### config.mk
export PLATFORM = sky130hd
export DESIGN_NAME = cpu_run_ctrl
export DESIGN_NICKNAME = d
export VERILOG_FILES = /design/src/rtl/cpu_run_ctrl.sv
export SDC_FILE = /design/constraint.sdc
export NUM_CORES = 1
export LEC_CHECK = 0
export BUFFER_PORTS_ARGS = -buffer_cell sky130_fd_sc_hd__buf_2
export CORE_ASPECT_RATIO = 0.7
export CORE_MARGIN = 1.5
export CORE_UTILIZATION = 45
export DETAILED_ROUTE_END_ITERATION = 8
export PLACE_DENSITY = 0.67
export SLEW_MARGIN = 20
export SYNTH_ARGS = -nofsm -noshare
export SYNTH_HDL_FRONTEND = slang
export SYNTH_SLANG_ARGS = --single-unit
### constraint.sdc
create_clock -name clk -period 3.3 [get_ports clk]
set_clock_uncertainty 0.15 [all_clocks]
set_input_delay 0.66 -clock clk [delete_from_list [all_inputs] [get_ports clk]]
set_output_delay 0.66 -clock clk [all_outputs]
set_load 0.05 [all_outputs]
### src/rtl/cpu_run_ctrl.sv
// cpu_run_ctrl
// Owns the CPU core reset and supervises a single program run. After an
// accepted start the core is held in reset for RST_CYCLES cycles and then
// released. The run ends on cpu_done, timeout, hang (PC stuck on itself)
// or abort. Status, RUN-cycle count, PC-change count and final PC are kept
// until the next accepted start.
//
// Ports
//   clk          in   rising-edge clock
//   reset        in   asynchronous active-low reset
//   start        in   begin a run (IDLE only)
//   abort        in   end a run early (HOLD/RUN only)
//   cpu_pc       in   current PC from the core
//   cpu_next_pc  in   next PC from the core
//   cpu_done     in   core completion flag
//   cpu_reset    out  active-high reset to the core
//   busy         out  high in HOLD and RUN
//   finished     out  one-cycle pulse in END
//   status       out  0 none, 1 done, 2 timeout, 3 hang, 4 abort
//   cycle_count  out  RUN cycles of the last/current run
//   pc_changes   out  RUN cycles where cpu_pc differed from the previous cycle
//   final_pc     out  cpu_pc on the terminating cycle
//
// state | meaning
// IDLE  | core in reset, waiting for start
// HOLD  | core in reset for RST_CYCLES cycles after start
// RUN   | core released, watching done/timeout/hang/abort
// END   | one-cycle finished pulse, core back in reset

module cpu_run_ctrl #(
   parameter int unsigned RST_CYCLES  = 2,
   parameter int unsigned TIMEOUT     = 25000,
   parameter int unsigned HANG_CYCLES = 16,
   parameter int unsigned CNT_W       = 32
) (
   input  logic             clk,
   input  logic             reset,
   input  logic             start,
   input  logic             abort,
   input  logic [31:0]      cpu_pc,
   input  logic [31:0]      cpu_next_pc,
   input  logic             cpu_done,
   output logic             cpu_reset,
   output logic             busy,
   output logic             finished,
   output logic [2:0]       status,
   output logic [CNT_W-1:0] cycle_count,
   output logic [CNT_W-1:0] pc_changes,
   output logic [31:0]      final_pc
);

   typedef enum logic [1:0] {
      ST_IDLE = 2'd0,
      ST_HOLD = 2'd1,
      ST_RUN  = 2'd2,
      ST_END  = 2'd3
   } state_t;

   localparam logic [2:0] STAT_NONE    = 3'd0;
   localparam logic [2:0] STAT_DONE    = 3'd1;
   localparam logic [2:0] STAT_TIMEOUT = 3'd2;
   localparam logic [2:0] STAT_HANG    = 3'd3;
   localparam logic [2:0] STAT_ABORT   = 3'd4;

   // Terminal-count values compared against the registered counters, so the
   // run ends on the TIMEOUT-th / HANG_CYCLES-th cycle rather than one later.
   localparam logic [CNT_W-1:0] TIMEOUT_TC = CNT_W'(TIMEOUT - 1);
   localparam logic [CNT_W-1:0] HANG_TC    = CNT_W'(HANG_CYCLES - 1);
   localparam logic [7:0]       HOLD_LOAD  = 8'(RST_CYCLES);
   localparam logic [CNT_W-1:0] CNT_MAX    = '1;

   state_t           state_q;
   state_t           state_nxt;
   logic [2:0]       term_status;
   logic [7:0]       hold_cnt_q;
   logic [CNT_W-1:0] stall_cnt_q;
   logic [31:0]      prev_pc_q;
   logic             stall_now;
   logic             timeout_hit;
   logic             hang_hit;

   assign stall_now   = (cpu_pc == cpu_next_pc);
   assign timeout_hit = (cycle_count == TIMEOUT_TC);
   assign hang_hit    = stall_now && (stall_cnt_q == HANG_TC);

   function automatic logic [CNT_W-1:0] sat_inc(input logic [CNT_W-1:0] v);
      return (v == CNT_MAX) ? v : v + 1'b1;
   endfunction

   always_ff @(posedge clk or negedge reset) begin
      if (!reset) begin
         state_q <= ST_IDLE;
      end else begin
         state_q <= state_nxt;
      end
   end

   always_comb begin
      state_nxt   = state_q;
      term_status = STAT_NONE;
      case (state_q)
         ST_IDLE: begin
            if (start) state_nxt = ST_HOLD;
         end
         ST_HOLD: begin
            if (abort) begin
               term_status = STAT_ABORT;
               state_nxt   = ST_END;
            end else if (hold_cnt_q <= 8'd1) begin
               // Last HOLD cycle: the count reaches 0 on this edge.
               state_nxt = ST_RUN;
            end
         end
         ST_RUN: begin
            if (abort)            term_status = STAT_ABORT;
            else if (cpu_done)    term_status = STAT_DONE;
            else if (timeout_hit) term_status = STAT_TIMEOUT;
            else if (hang_hit)    term_status = STAT_HANG;
            if (term_status != STAT_NONE) state_nxt = ST_END;
         end
         ST_END: begin
            state_nxt = ST_IDLE;
         end
         default: begin
            state_nxt = ST_IDLE;
         end
      endcase
   end

   // Outputs are registered from the next state so they line up with state_q.
   always_ff @(posedge clk or negedge reset) begin
      if (!reset) begin
         cpu_reset   <= 1'b1;
         busy        <= 1'b0;
         finished    <= 1'b0;
         status      <= STAT_NONE;
         cycle_count <= '0;
         pc_changes  <= '0;
         final_pc    <= '0;
         hold_cnt_q  <= '0;
         stall_cnt_q <= '0;
         prev_pc_q   <= '0;
      end else begin
         cpu_reset <= (state_nxt != ST_RUN);
         busy      <= (state_nxt == ST_HOLD) || (state_nxt == ST_RUN);
         finished  <= (state_nxt == ST_END);

         case (state_q)
            ST_IDLE: begin
               if (start) begin
                  hold_cnt_q  <= HOLD_LOAD;
                  cycle_count <= '0;
                  pc_changes  <= '0;
                  stall_cnt_q <= '0;
                  status      <= STAT_NONE;
               end
            end
            ST_HOLD: begin
               if (hold_cnt_q != 8'd0) hold_cnt_q <= hold_cnt_q - 8'd1;
               if (term_status != STAT_NONE) begin
                  status   <= term_status;
                  final_pc <= cpu_pc;
               end
            end
            ST_RUN: begin
               cycle_count <= sat_inc(cycle_count);
               stall_cnt_q <= stall_now ? sat_inc(stall_cnt_q) : '0;
               // cycle_count is still 0 on the first RUN cycle, where there is
               // no previous PC to compare against.
               if ((cycle_count != '0) && (cpu_pc != prev_pc_q)) begin
                  pc_changes <= sat_inc(pc_changes);
               end
               prev_pc_q <= cpu_pc;
               if (term_status != STAT_NONE) begin
                  status   <= term_status;
                  final_pc <= cpu_pc;
               end
            end
            default: begin
            end
         endcase
      end
   end

endmodule

==> results.toml <==
[clock_network]
clkLatencyLatePin_ns = 0.44
cts_sinks = 176
cts_htree_levels = 4
cts_buffer_depth = 2
clk_pin_slew_ns = 0.08
cts_made_buffers = 17
root_buffer = "clkbuf_16"
cts_tree = "yes"

[global_routing]
grt_pass1_wl_um = 39220
grt-ovfl-total = 0
grt_max_degree = 57
grt_pass1_vias = 7252
grt_usage_pct = 23.30
antenna_found_initial = 0

[synth]
synth_ff_type = "dfrtp_1"
synth_area_leader_cell = "dfrtp_1"
synth_xor_area_share_pct = 12.12
synth_edf_count = 0
ys_ff_latch = 176
synth_compound_area_share_pct = 6.384
avgSynthCellArea_um2 = 10.29
yosysMostFrequentCell = "dfrtp_1"
synth.distinct_cells = 61
synth_top_area_share_pct = 47.34
synthMuxAreaShare_pct = 8.020
yosys-top-cells-count = "175 x dfrtp_1, 84 x nor2_1, 71 x xnor2_1"
netlist_instances = 899
synthTopCellsByArea = "dfrtp_1 47%, xnor2_1 6.7%, xor2_1 5.4%"
synthesis.area_mm2 = 0.009251
synthAdderAreaFrac_pct = 1.488
seq_area_frac_synth_pct = 47.62
synth-simple-area-share_pct = 22.10
async_flop_share_pct = 100.0
ys_warn_count = 0
synthesis.nets = 979
synth_top_family_by_area = "simple AND/OR/NAND/NOR gates"

[critical_path]
rr_endpoint = "pc_changes[30]"
cp.required_ns = 3.50
worstSetupEndpointType = "flip-flop"
crit_type = "reg2reg"
worstRegToRegCells = 9
r2r-start = "state_q[0]"
reg2reg_slack_ns = 0.32
path_max_fanout = 14
crit_path_start_kind = "flip-flop"
critical_path.slowest_cell = "o21ai_1"
crit_arrival_ns = 3.19
path_cells = "inv_1 > ha_2 > inv_2 > o21ai_1 > o31ai_2 > or2_1 > buf_4 > or4_1 > a21oi_1"
critical_path.max_stage_delay_ns = 0.47

[pwr]
p_clk_share_pct = 24.6
power_mw = 8.522
p_comb_share_pct = 40.3
seqPwrFrac_pct = 35.2
ir_drop_uv = 427.9
power_density_mw_per_mm2 = 762.4
p_switching_mw = 3.567
swShare_pct = 41.86
leakagePower_nw = 5.032
p_int_mw = 4.954

[die]
placement_rows = 43
die_y_um = 123.0
design.die.area_mm2 = 0.02144
die_width_um = 174.4
initial_utilization_pct = 46.35
core_mm2 = 0.01996
pin_count = 171

[place]
finalWeightedCongestion = 0.8403
placed_cell_area_mm2 = 0.01055
place_ws_ns = 0.1718
dp_cells = 1337
dp_hpwl_um = 17020
io_buffers = 170

[outcome]
status = "finished, final reports clean"

[timing]
slew_violations = 0
period_share_pct = 90.43
setup_viol = 0
setup_ws_ns = 0.3157
hold_ws_ns = 0.01671
tns_ns = 0
grt_setup_unrepaired = "false"
slew_headroom_pct = 38.64
worst_pin_slew_ns = 0.9149
timing.fmax_mhz = 335.1
final_hold_viol_count = 0
period_needed_ns = 2.984

[finish]
fin_cells = 1369
fin_util_pct = 56.00
multiInputGateArea_mm2 = 0.004657
design_area_mm2 = 0.01118
area.sequential_mm2 = 0.004405
layout.nets = 1166
diodes = 0
area_growth_pct = 20.81
fillers = 1775
layout-drive-gt1-share_pct = 25.84

[drt]
via_count = 7569
drtAntennaViolNets = 0
drt_wl_total_um = 23580
drc = 0
drt_iter0_drc = 659
wl_per_cell_um = 17.22
firstDrtPassIters = 5
vias_per_cell = 5.529

[worst_hold_path]
hold_class = "in2async"

[run]
max_cap_viol_count = 0
[worst max-delay path by stage]
| stage | slack (ns) | cells after the start | from | endpoint |
|---|---|---|---|---|
| 2_1_floorplan | 0.43 | 8 | cycle_count[0] | final_pc[10] |
| 3_3_place_gp | 0.23 | 10 | cpu_pc[31] | final_pc[25] |
| 3_5_place_dp | 0.17 | 10 | cpu_pc[31] | final_pc[0] |
| 4_1_cts | 0.20 | 9 | state_q[0] | cycle_count[4] |
| 5_1_grt | 0.14 | 9 | state_q[0] | cycle_count[7] |
| 6_report | 0.32 | 9 | state_q[0] | pc_changes[30] |
[timing repair]
| item | in CTS | in global routing |
|---|---|---|
| gates resized for setup | 0 | 1 |
| hold buffers | 0 | 0 |
| buffers inserted | 0 | 0 |
| endpoints found under the setup margin | 0 | 5 |
[layout by cell type (no fill, tap or decap), types with 4 or more instances in the layout]
cell type  count
or3_1         13
xnor2_1       71
nor4_1        35
dfrtp_1      175
buf_2        169
o21ai_0       28
or4_1         10
buf_4         28
nand3b_1       6
nor3b_1        6
and3_1        17
mux2_2        33
clkbuf_16     17
ha_1          10
o41ai_1        4
xor2_1        57
and2_1        13
nand4_1       29
nand2b_1       6
a21oi_1       25
o31ai_1        4
inv_8          7
o211ai_1       5
and4_1        12
mux2_1        32
nor2_1        83
inv_1         13
nand2_1       57
nand3_1       46
nor3_1        30
[flip-flops by register name, indices dropped and copies added, names as in the netlist]
signal and cells:
cycle_count 32, final_pc 32, pc_changes 32, prev_pc_q 32, stall_cnt_q 32, hold_cnt_q 8, status 3, state_q 2
busy 1, cpu_reset 1, finished 1
[kinds of logic after synthesis]
| kind of cell | Yosys count |
|---|---|
| compound gates | 92 |
| xor+xnor | 128 |
| fa+ha+maj | 11 |
| buf+inv | 46 |
| flops | 176 |
| mux | 66 |
| simple gates | 380 |
[routing by layer]
layer | global-route usage (%) | share of wire, % | up-vias
met3 | 3.967 | 4.8 | 22
met4 | 6.034 | 1.4 | 0
met1 | 35.38 | 51 | 3749
met5 | 0 | 0 | -
li1 | - | - | 3590
met2 | 34.46 | 43 | 208
[worst max-delay path: cells and delay by family (launching register included)]
family                     cells  cell delay [ns]
AOI/OAI and AO/OA              3             0.96
and+or+nand+nor                2             0.81
DFF                            1             0.42
buffers and inverters          3             0.37
adders and majority gates      1             0.19
[area by class of cell]
class	instances	area share, %
Clock buffer	17	3.806
Clock inverter	15	1.713
Inverter	14	0.4702
Multi-Input combinational cell	677	41.67
Sequential cell	176	39.42
Tap cell	270	3.022
Timing Repair Buffer	200	9.907
[power groups by stage]
stage          sequential, mW  combinational [mW]  clock, mW
4_1_cts                  3.00                3.45       2.13
3_5_place_dp             3.03                3.44          0
6_report                 3.00                3.43       2.09
3_3_place_gp             3.02                3.39          0
2_1_floorplan            3.86                1.66          0
5_1_grt                  3.06                3.69       2.23
No activity file was read; power rests on OpenSTA's default activity.
